===== src/rtl/writeback_unit.sv =====
// Writeback stage: selects the load or ALU result, commits it to an 8 x 16 register file,
// and tracks busy registers and retired commits. Define WB_BYPASS_EN for same-cycle write bypass.
module writeback_unit #(
    parameter int DATA_W = 16,
    parameter int NREG   = 8,
    parameter int REG_AW = 3
) (
    input  logic                     clk,
    input  logic                     rst,
    input  logic                     wb_valid,
    input  logic                     wb_isld,
    input  logic [DATA_W+REG_AW-1:0] rdvalmem,
    input  logic [DATA_W+REG_AW-1:0] rdvalalu,
    input  logic                     issue_valid,
    input  logic [REG_AW-1:0]        issue_rd,
    output logic                     issue_stall,
    input  logic [REG_AW-1:0]        rs1_addr,
    input  logic [REG_AW-1:0]        rs2_addr,
    output logic [DATA_W-1:0]        rs1_data,
    output logic [DATA_W-1:0]        rs2_data,
    output logic                     rs1_busy,
    output logic                     rs2_busy,
    output logic                     wb_done,
    output logic [REG_AW-1:0]        wb_last_rd,
    output logic [DATA_W-1:0]        wb_last_data,
    output logic [15:0]              retired_count
);

    logic [DATA_W-1:0]        regs_reg [NREG];
    logic [NREG-1:0]          busy_reg;
    logic [NREG-1:0]          busy_next;
    logic [NREG-1:0]          set_vec;
    logic [NREG-1:0]          clr_vec;
    logic                     done_reg;
    logic [REG_AW-1:0]        last_rd_reg;
    logic [DATA_W-1:0]        last_data_reg;
    logic [15:0]              count_reg;

    logic [DATA_W+REG_AW-1:0] sel;
    logic [DATA_W-1:0]        wb_data;
    logic [REG_AW-1:0]        wb_rd;
    logic                     wb_nonzero;
    logic                     hit1;
    logic                     hit2;
    logic                     hit_issue;
    logic                     issue_fire;

    assign sel        = wb_isld ? rdvalmem : rdvalalu;
    assign wb_data    = sel[DATA_W+REG_AW-1:REG_AW];
    assign wb_rd      = sel[REG_AW-1:0];
    assign wb_nonzero = (wb_rd != '0);

`ifdef WB_BYPASS_EN
    assign hit1      = wb_valid && wb_nonzero && (wb_rd == rs1_addr);
    assign hit2      = wb_valid && wb_nonzero && (wb_rd == rs2_addr);
    assign hit_issue = wb_valid && wb_nonzero && (wb_rd == issue_rd);
`else
    assign hit1      = 1'b0;
    assign hit2      = 1'b0;
    assign hit_issue = 1'b0;
`endif

    assign issue_stall = issue_valid && busy_reg[issue_rd] && !hit_issue;
    assign issue_fire  = issue_valid && !issue_stall && (issue_rd != '0);

    always_comb begin
        rs1_data = '0;
        rs2_data = '0;
        if (hit1)
            rs1_data = wb_data;
        else if (rs1_addr != '0)
            rs1_data = regs_reg[rs1_addr];
        if (hit2)
            rs2_data = wb_data;
        else if (rs2_addr != '0)
            rs2_data = regs_reg[rs2_addr];
    end

    assign rs1_busy = busy_reg[rs1_addr] && !hit1;
    assign rs2_busy = busy_reg[rs2_addr] && !hit2;

    // A new issue to a register overrides a same-edge commit clearing it.
    generate
        for (genvar gi = 0; gi < NREG; gi++) begin : g_busy
            assign set_vec[gi] = issue_fire && (issue_rd == REG_AW'(gi));
            assign clr_vec[gi] = wb_valid && (wb_rd == REG_AW'(gi));
            if (gi == 0) begin : g_r0
                assign busy_next[gi] = 1'b0;
            end else begin : g_rn
                assign busy_next[gi] = set_vec[gi] | (busy_reg[gi] & ~clr_vec[gi]);
            end
        end
    endgenerate

    always_ff @(posedge clk or posedge rst) begin
        if (rst)
            busy_reg <= '0;
        else
            busy_reg <= busy_next;
    end

    // R0 storage exists only to keep the array regular; it is never written.
    always_ff @(posedge clk or posedge rst) begin
        if (rst) begin
            for (int i = 0; i < NREG; i++)
                regs_reg[i] <= '0;
        end else if (wb_valid && wb_nonzero) begin
            regs_reg[wb_rd] <= wb_data;
        end
    end

    always_ff @(posedge clk or posedge rst) begin
        if (rst) begin
            done_reg      <= 1'b0;
            last_rd_reg   <= '0;
            last_data_reg <= '0;
            count_reg     <= '0;
        end else begin
            done_reg <= wb_valid;
            if (wb_valid) begin
                last_rd_reg   <= wb_rd;
                last_data_reg <= wb_data;
                count_reg     <= count_reg + 16'd1;
            end
        end
    end

    assign wb_done       = done_reg;
    assign wb_last_rd    = last_rd_reg;
    assign wb_last_data  = last_data_reg;
    assign retired_count = count_reg;

endmodule


===== config.mk =====
export PLATFORM = sky130hd
export DESIGN_NAME = writeback_unit
export DESIGN_NICKNAME = d
export VERILOG_FILES = /design/src/rtl/writeback_unit.sv
export SDC_FILE = /design/constraint.sdc
export NUM_CORES = 1
export LEC_CHECK = 0
export CORE_ASPECT_RATIO = 1.1
export CORE_MARGIN = 2
export CORE_UTILIZATION = 53
export CTS_CLUSTER_SIZE = 14
export DETAILED_ROUTE_END_ITERATION = 8
export GPL_TIMING_DRIVEN = 0
export PLACE_DENSITY = 0.79
export SLEW_MARGIN = 5
export SYNTH_ARGS = -nofsm -noshare
export SYNTH_HDL_FRONTEND = slang
export SYNTH_SLANG_ARGS = --single-unit

===== constraint.sdc =====
create_clock -name clk -period 5.1 [get_ports clk]
set_input_delay 0.51 -clock clk [delete_from_list [all_inputs] [get_ports clk]]
set_output_delay 0.51 -clock clk [all_outputs]
set_load 0.01 [all_outputs]

==> results of run 1 <==
[Yosys cell counts]
master	n
nor3b_1	1
nand2_1	14
or2_2	1
mux2_2	146
a31oi_1	3
buf_4	1
a21oi_1	32
clkbuf_1	23
a22oi_1	2
o31ai_1	1
a211oi_4	6
nand3_1	7
inv_1	36
nor2b_1	6
nor4_1	5
mux2_4	18
a221oi_1	28
nand3b_1	4
buf_8	2
nand2b_1	2
mux2i_1	13
o221ai_1	1
buf_1	1
buf_6	5
nor3_1	5
dfrtp_1	155
nor2_1	58
o21ai_0	6
a211oi_1	1
xor2_1	10
buf_2	12
nand4_1	8
ha_1	1
a32oi_1	1
xnor2_1	5
o211a_1	1
a211o_1	1
or3b_4	2
mux4_2	33
o22a_1	1
[through the flow]
stage | cells | instance area, um2 | setup TNS [ns]
2_1_floorplan | 658 | 8370 | 0
3_5_place_dp | 974 | 9800 | 0
3_3_place_gp | 973 | 9770 | -220.35
4_1_cts | 1006 | 10500 | 0
6_report | 1006 | 10500 | 0
5_1_grt | 1006 | 10500 | 0
[final cells by class]
class	instances	share of cell area [%]
Clock buffer	18	4.19
Buffer	44	2.33
Sequential cell	155	37.0
Tap cell	200	2.39
Inverter	36	1.34
Clock inverter	14	2.32
Timing Repair Buffer	116	11.2
Multi-Input combinational cell	423	39.2
[report_power, final]
| part | switching [mW] | internal (mW) |
|---|---|---|
| Clock | 0.527 | 0.933 |
| Combinational | 0.488 | 0.757 |
| Sequential | 0.274 | 1.56 |
| Total | 1.29 | 3.25 |
[final timing paths]
| kind | endpoint | start | depth (start not counted) | slack (ns) |
|---|---|---|---|---|
| worst max-delay path | rs2_data[15] | rs2_addr[1] | 6 | 1.31 |
| worst min-delay path | retired_count[15] | retired_count[15] | 1 | 0.48 |
| worst max register to register | retired_count[15] | retired_count[2] | 4 | 3.63 |
| worst min register to register | retired_count[15] | retired_count[15] | 1 | 0.48 |
| max in group asynchronous | regs_reg[77] | rst | 3 | 3.74 |
| min in group asynchronous | retired_count[7] | rst | 2 | 0.52 |
[per-layer routing]
metal  wire length (um)  GRT usage [%]  vias up
met1               9190           36.3     3206
li1                   -              -     2701
met5                  0              0        -
met2              11100           46.0      283
met4                425           9.15        0
met3               1890           7.53       38
[cell families (layout without fill, tap and decap cells)]
group | Yosys count | in the layout | share of synthesized area, %
buffers and inverters | 80 | 228 | 4.53
DFF | 155 | 155 | 46.4
AOI/OAI and AO/OA | 84 | 84 | 7.76
adders and majority gates | 1 | 1 | 0.150
xor gates and xnor gates | 15 | 15 | 1.57
muxes | 210 | 210 | 33.3
and+or+nand+nor | 113 | 113 | 6.31
==> results.yml, run 1 <==
outcome:
  outcome: "finished, final reports clean"
global_route:
  grt_max_degree: 89
  grt_pass1_wl_mm: 34.9
  grt_antenna_before_repair: 0
  grt_pass1_vias: 6430
  gr-total-overflow: 0
  grt.total_usage_pct: 28.1
logic_synthesis:
  synth_area_leaders: "dfrtp_1, mux2_2, mux4_2"
  synth_top_area_cell: "dfrtp_1"
  yosys_warnings: 0
  synth_top_area_share_pct: 46.4
  syn_inst: 658
  synth.avg_cell_area_um2: 12.7
  ys_seq_area_share_pct: 46.4
  ys_ff_latch: 155
  synth_area_um2: 8370
  synth_cell_type_count: 40
  synth_nets: 711
pwr:
  power_density_nw_per_um2: 433
  p_leak_nw: 4.35
  ir_drop_mv: 0.241
  total_power_mw: 4.54
routing:
  drt-total-wl_mm: 22.6
  wl_per_cell_um: 22.4
  vias: 6228
  firstDrtPassIters: 5
  vias_per_cell: 6.19
  detail-route-antenna-nets: 0
  post-route-drc-count: 0
  drt_iter0_markers: 493
clocking:
  cts.htree.levels: 4
  clockBufferDepth: 2
  clock_latency_ns: 0.43
  cts_tree: "done"
  ctsHoldBuffers: 0
  cts-buffers-inserted: 17
  cts_resized: 0
  cts_root_buffer: "clkbuf_16"
  path_clk_slew_ns: 0.06
  cts_num_sinks: 155
  postCtsSetupBuffers: 0
sta:
  maxSlewHeadroom_pct: 46.4
  fin_crit_ns: 3.79
  rsz0062_at_grt: "no"
  clock.fmax_ghz: 0.264
  setup_ws_ns: 1.31
  hold_violations: 0
  hold_slack_ns: 0.479
  finalSetupViolations: 0
  worst_pin_slew_ns: 0.782
  period_share_pct: 74.2
  drv_slew: 0
  skew_ns: 0.00337
placed_design:
  dp_slack_ns: 1.44
  portBuffers: 115
  gp_congestion: 0.932
  hpwl_mm: 15.4
floorplan:
  die_area_um2: 16800
  core_um2: 15600
  die_w_um: 124
  rows: 48
  dieHeight_um: 136
  initial_core_util_pct: 53.8
  io_pins: 123
worst_setup_path:
  required_ns: 4.59
  cpPeakStageDelay_ns: 0.62
  cp_slowest_cell: "clkdlybuf4s50_1"
  cp_common_cell: "clkdlybuf4s50_1"
  cp.arrival_ns: 3.28
  cp-end-kind: "output port"
  worstPathCellList: "clkdlybuf4s50_1 -> nor2b_1 -> clkbuf_1 -> a22oi_1 -> o21ai_0 -> clkdlybuf4s50_1"
  crit_path_max_fanout: 10
  critPathLaunchType: "primary input"
  critPathKind: "primary input to output port"
  cp_top_family: "buffers and inverters"
  path_buf_inv: 3
final_layout:
  final_cell_mix: "dfrtp_1, mux2_2, clkdlybuf4s50_1, nor2_1, inv_1"
  fillCellCount: 1124
  post-route-util_pct: 67.4
  diodes: 0
  regArea_um2: 3880
  drive_above_1_share_pct: 32.3
  largest_reg_flops: 112
  nNetsFinal: 846
  multiInputGateArea_um2: 4110
  area_growth_pct: 25.3
  layout.cells.most_common: "dfrtp_1"
hold_path:
  min_path_type: "flip-flop to flip-flop"
flow_run:
  maxCapViolations: 0
No activity file was read; power rests on OpenSTA's default activity.
==> inputs of run 2 (changes only) <==
- clock period: 5.1 -> 3.7 ns (I/O delays scaled with it)
==> run 2 against run 1 <==
  * Design area decreased by 0.26%
  * Power increased by 35%
  * Hold slack got worse by 0.14 ns
  * Utilization decreased by 0.18 points
  * Sequential cell count unchanged
  * Highest routed layer is now met5
  * Global-route usage increased by 1.0 points
  * Largest cell class unchanged
  * Clock skew increased by 0.0011 ns
  * Sequential power increased by 38%
  * Die area unchanged
  * Sequential share of layout area increased by 0.098 points
  * Critical path type unchanged
  * Clock-buffer cell count unchanged
==> results.yml, run 2 (synthesis gave the netlist of run 1 again) <==
sta:
  hold_violations: 0
  clock.fmax_ghz: 0.285
  period_share_pct: 94.9
  fin_tns_setup_ns: 0
  rsz0062_at_grt: "no"
  maxSlewHeadroom_pct: 43.8
  fin_crit_ns: 3.51
  finalSetupViolations: 0
  worst_pin_slew_ns: 0.841
  drv_slew: 0
  skew_ns: 0.00442
final_layout:
  nNetsFinal: 848
  drive_above_1_share_pct: 32.4
  area_growth_pct: 25.0
  layout.cells.most_common: "dfrtp_1"
  diodes: 0
  largest_reg_flops: 112
  instances_no_fill: 1008
  final_cell_mix: "dfrtp_1, mux2_2, clkdlybuf4s50_1, nor2_1, inv_1"
worst_setup_path:
  crit_path_max_fanout: 10
  cp.arrival_ns: 3.14
  critPathKind: "primary input to output port"
  required_ns: 3.33
  cp-end-kind: "output port"
  critPathLaunchType: "primary input"
pwr:
  switching_power_mw: 1.84
  swShare_pct: 30.0
  p_clk_share_pct: 30.4
  combPwrFrac_pct: 28.3
  ir_drop_mv: 0.284
  p_leak_nw: 4.34
  seq_power_share_pct: 41.3
  p_int_mw: 4.29
  power_density_nw_per_um2: 586
floorplan:
  io_pins: 123
  die_w_um: 124
  rows: 48
  initial_core_util_pct: 53.8
  die_area_um2: 16800
  core_um2: 15600
  dieHeight_um: 136
global_route:
  grt.total_usage_pct: 29.1
  grt_antenna_before_repair: 0
  grt_pass1_vias: 6651
  gr-total-overflow: 0
  grt_pass1_wl_mm: 36.4
  grt_max_degree: 43
routing:
  detail-route-antenna-nets: 0
  post-route-drc-count: 0
  vias: 6293
  wl_per_cell_um: 23.1
  vias_per_cell: 6.24
  firstDrtPassIters: 5
  drt-total-wl_mm: 23.2
  drt_iter0_markers: 570
placed_design:
  portBuffers: 115
  dp.cells: 976
  hpwl_mm: 15.7
  gp_congestion: 0.925
outcome:
  outcome: "finished, final reports clean"
clocking:
  path_clk_slew_ns: 0.06
  cts.htree.levels: 4
  cts_num_sinks: 155
  cts_resized: 0
  clock_latency_ns: 0.44
  cts-buffers-inserted: 17
  cts_tree: "done"
  clockBufferDepth: 2
  ctsHoldBuffers: 0
  postCtsSetupBuffers: 0
  cts_root_buffer: "clkbuf_16"
flow_run:
  maxCapViolations: 0
hold_path:
  min_path_type: "primary input to flip-flop"
## run 2: changes by cell type in the layout (fill, tap and decap cells not counted), sizes merged
cell      change
inv           +4
bufinv        -3
buf           +2
clkinv        -2
clkinvlp      +1
## run 2: final cells by class
cell class / count / area [um2]
buffer: 44 / 244
clock buffer: 18 / 439
clock inverter: 14 / 184
fill: 1111 / 5100
inverter: 36 / 139
multi-input combinational: 423 / 4110
sequential: 155 / 3880
tap: 200 / 250
timing repair buffer: 118 / 1210
## run 2: through the flow
step           power [mW]  util (%)  hold WS [ns]  instance area (um2)  worst slack [ns]
2_1_floorplan        3.57         -         0.401                 8370              1.37
3_3_place_gp         4.12      62.8         0.459                 9770             0.204
3_5_place_dp         4.24      63.2         0.457                 9830             0.338
4_1_cts              6.10      67.2         0.342                10500             0.314
5_1_grt              6.39      67.2         0.384                10500             0.193
6_report             6.12      67.2         0.341                10500             0.190
## run 2: final timing paths
check,slack [ns],depth (start not counted),start,end
max,0.19,7,rs2_addr[1],rs2_busy
min,0.34,3,issue_rd[0],busy_reg[5]
max reg2reg,2.14,4,retired_count[2],retired_count[13]
min reg2reg,0.47,1,retired_count[15],retired_count[15]
max in group asynchronous,2.29,4,rst,busy_reg[1]
min in group asynchronous,0.44,2,rst,retired_count[8]
## run 2: routing by layer
layer | global-route usage (%) | share of wire, %
met2 | 46.2 | 49
met3 | 6.52 | 7.9
met4 | 10.7 | 2.5
met5 | 2.19 | 0.18
met1 | 39.0 | 41
## run 2: worst max-delay path, cell delays in order
cell and delay, ns:
clkdlybuf4s50_1 0.55, buf_2 0.37, clkbuf_1 0.57, nand2_1 0.10, mux2_2 0.28, o21ai_0 0.29, clkdlybuf4s50_1 0.61
## run 2: power by group through the flow
stage	sequential [mW]	clock (mW)	combinational, mW
after floorplan	2.45	0	1.12
after global placement	2.48	0	1.64
after detailed placement	2.54	0	1.70
after CTS	2.51	1.86	1.73
after global routing	2.57	1.95	1.87
final	2.53	1.86	1.74
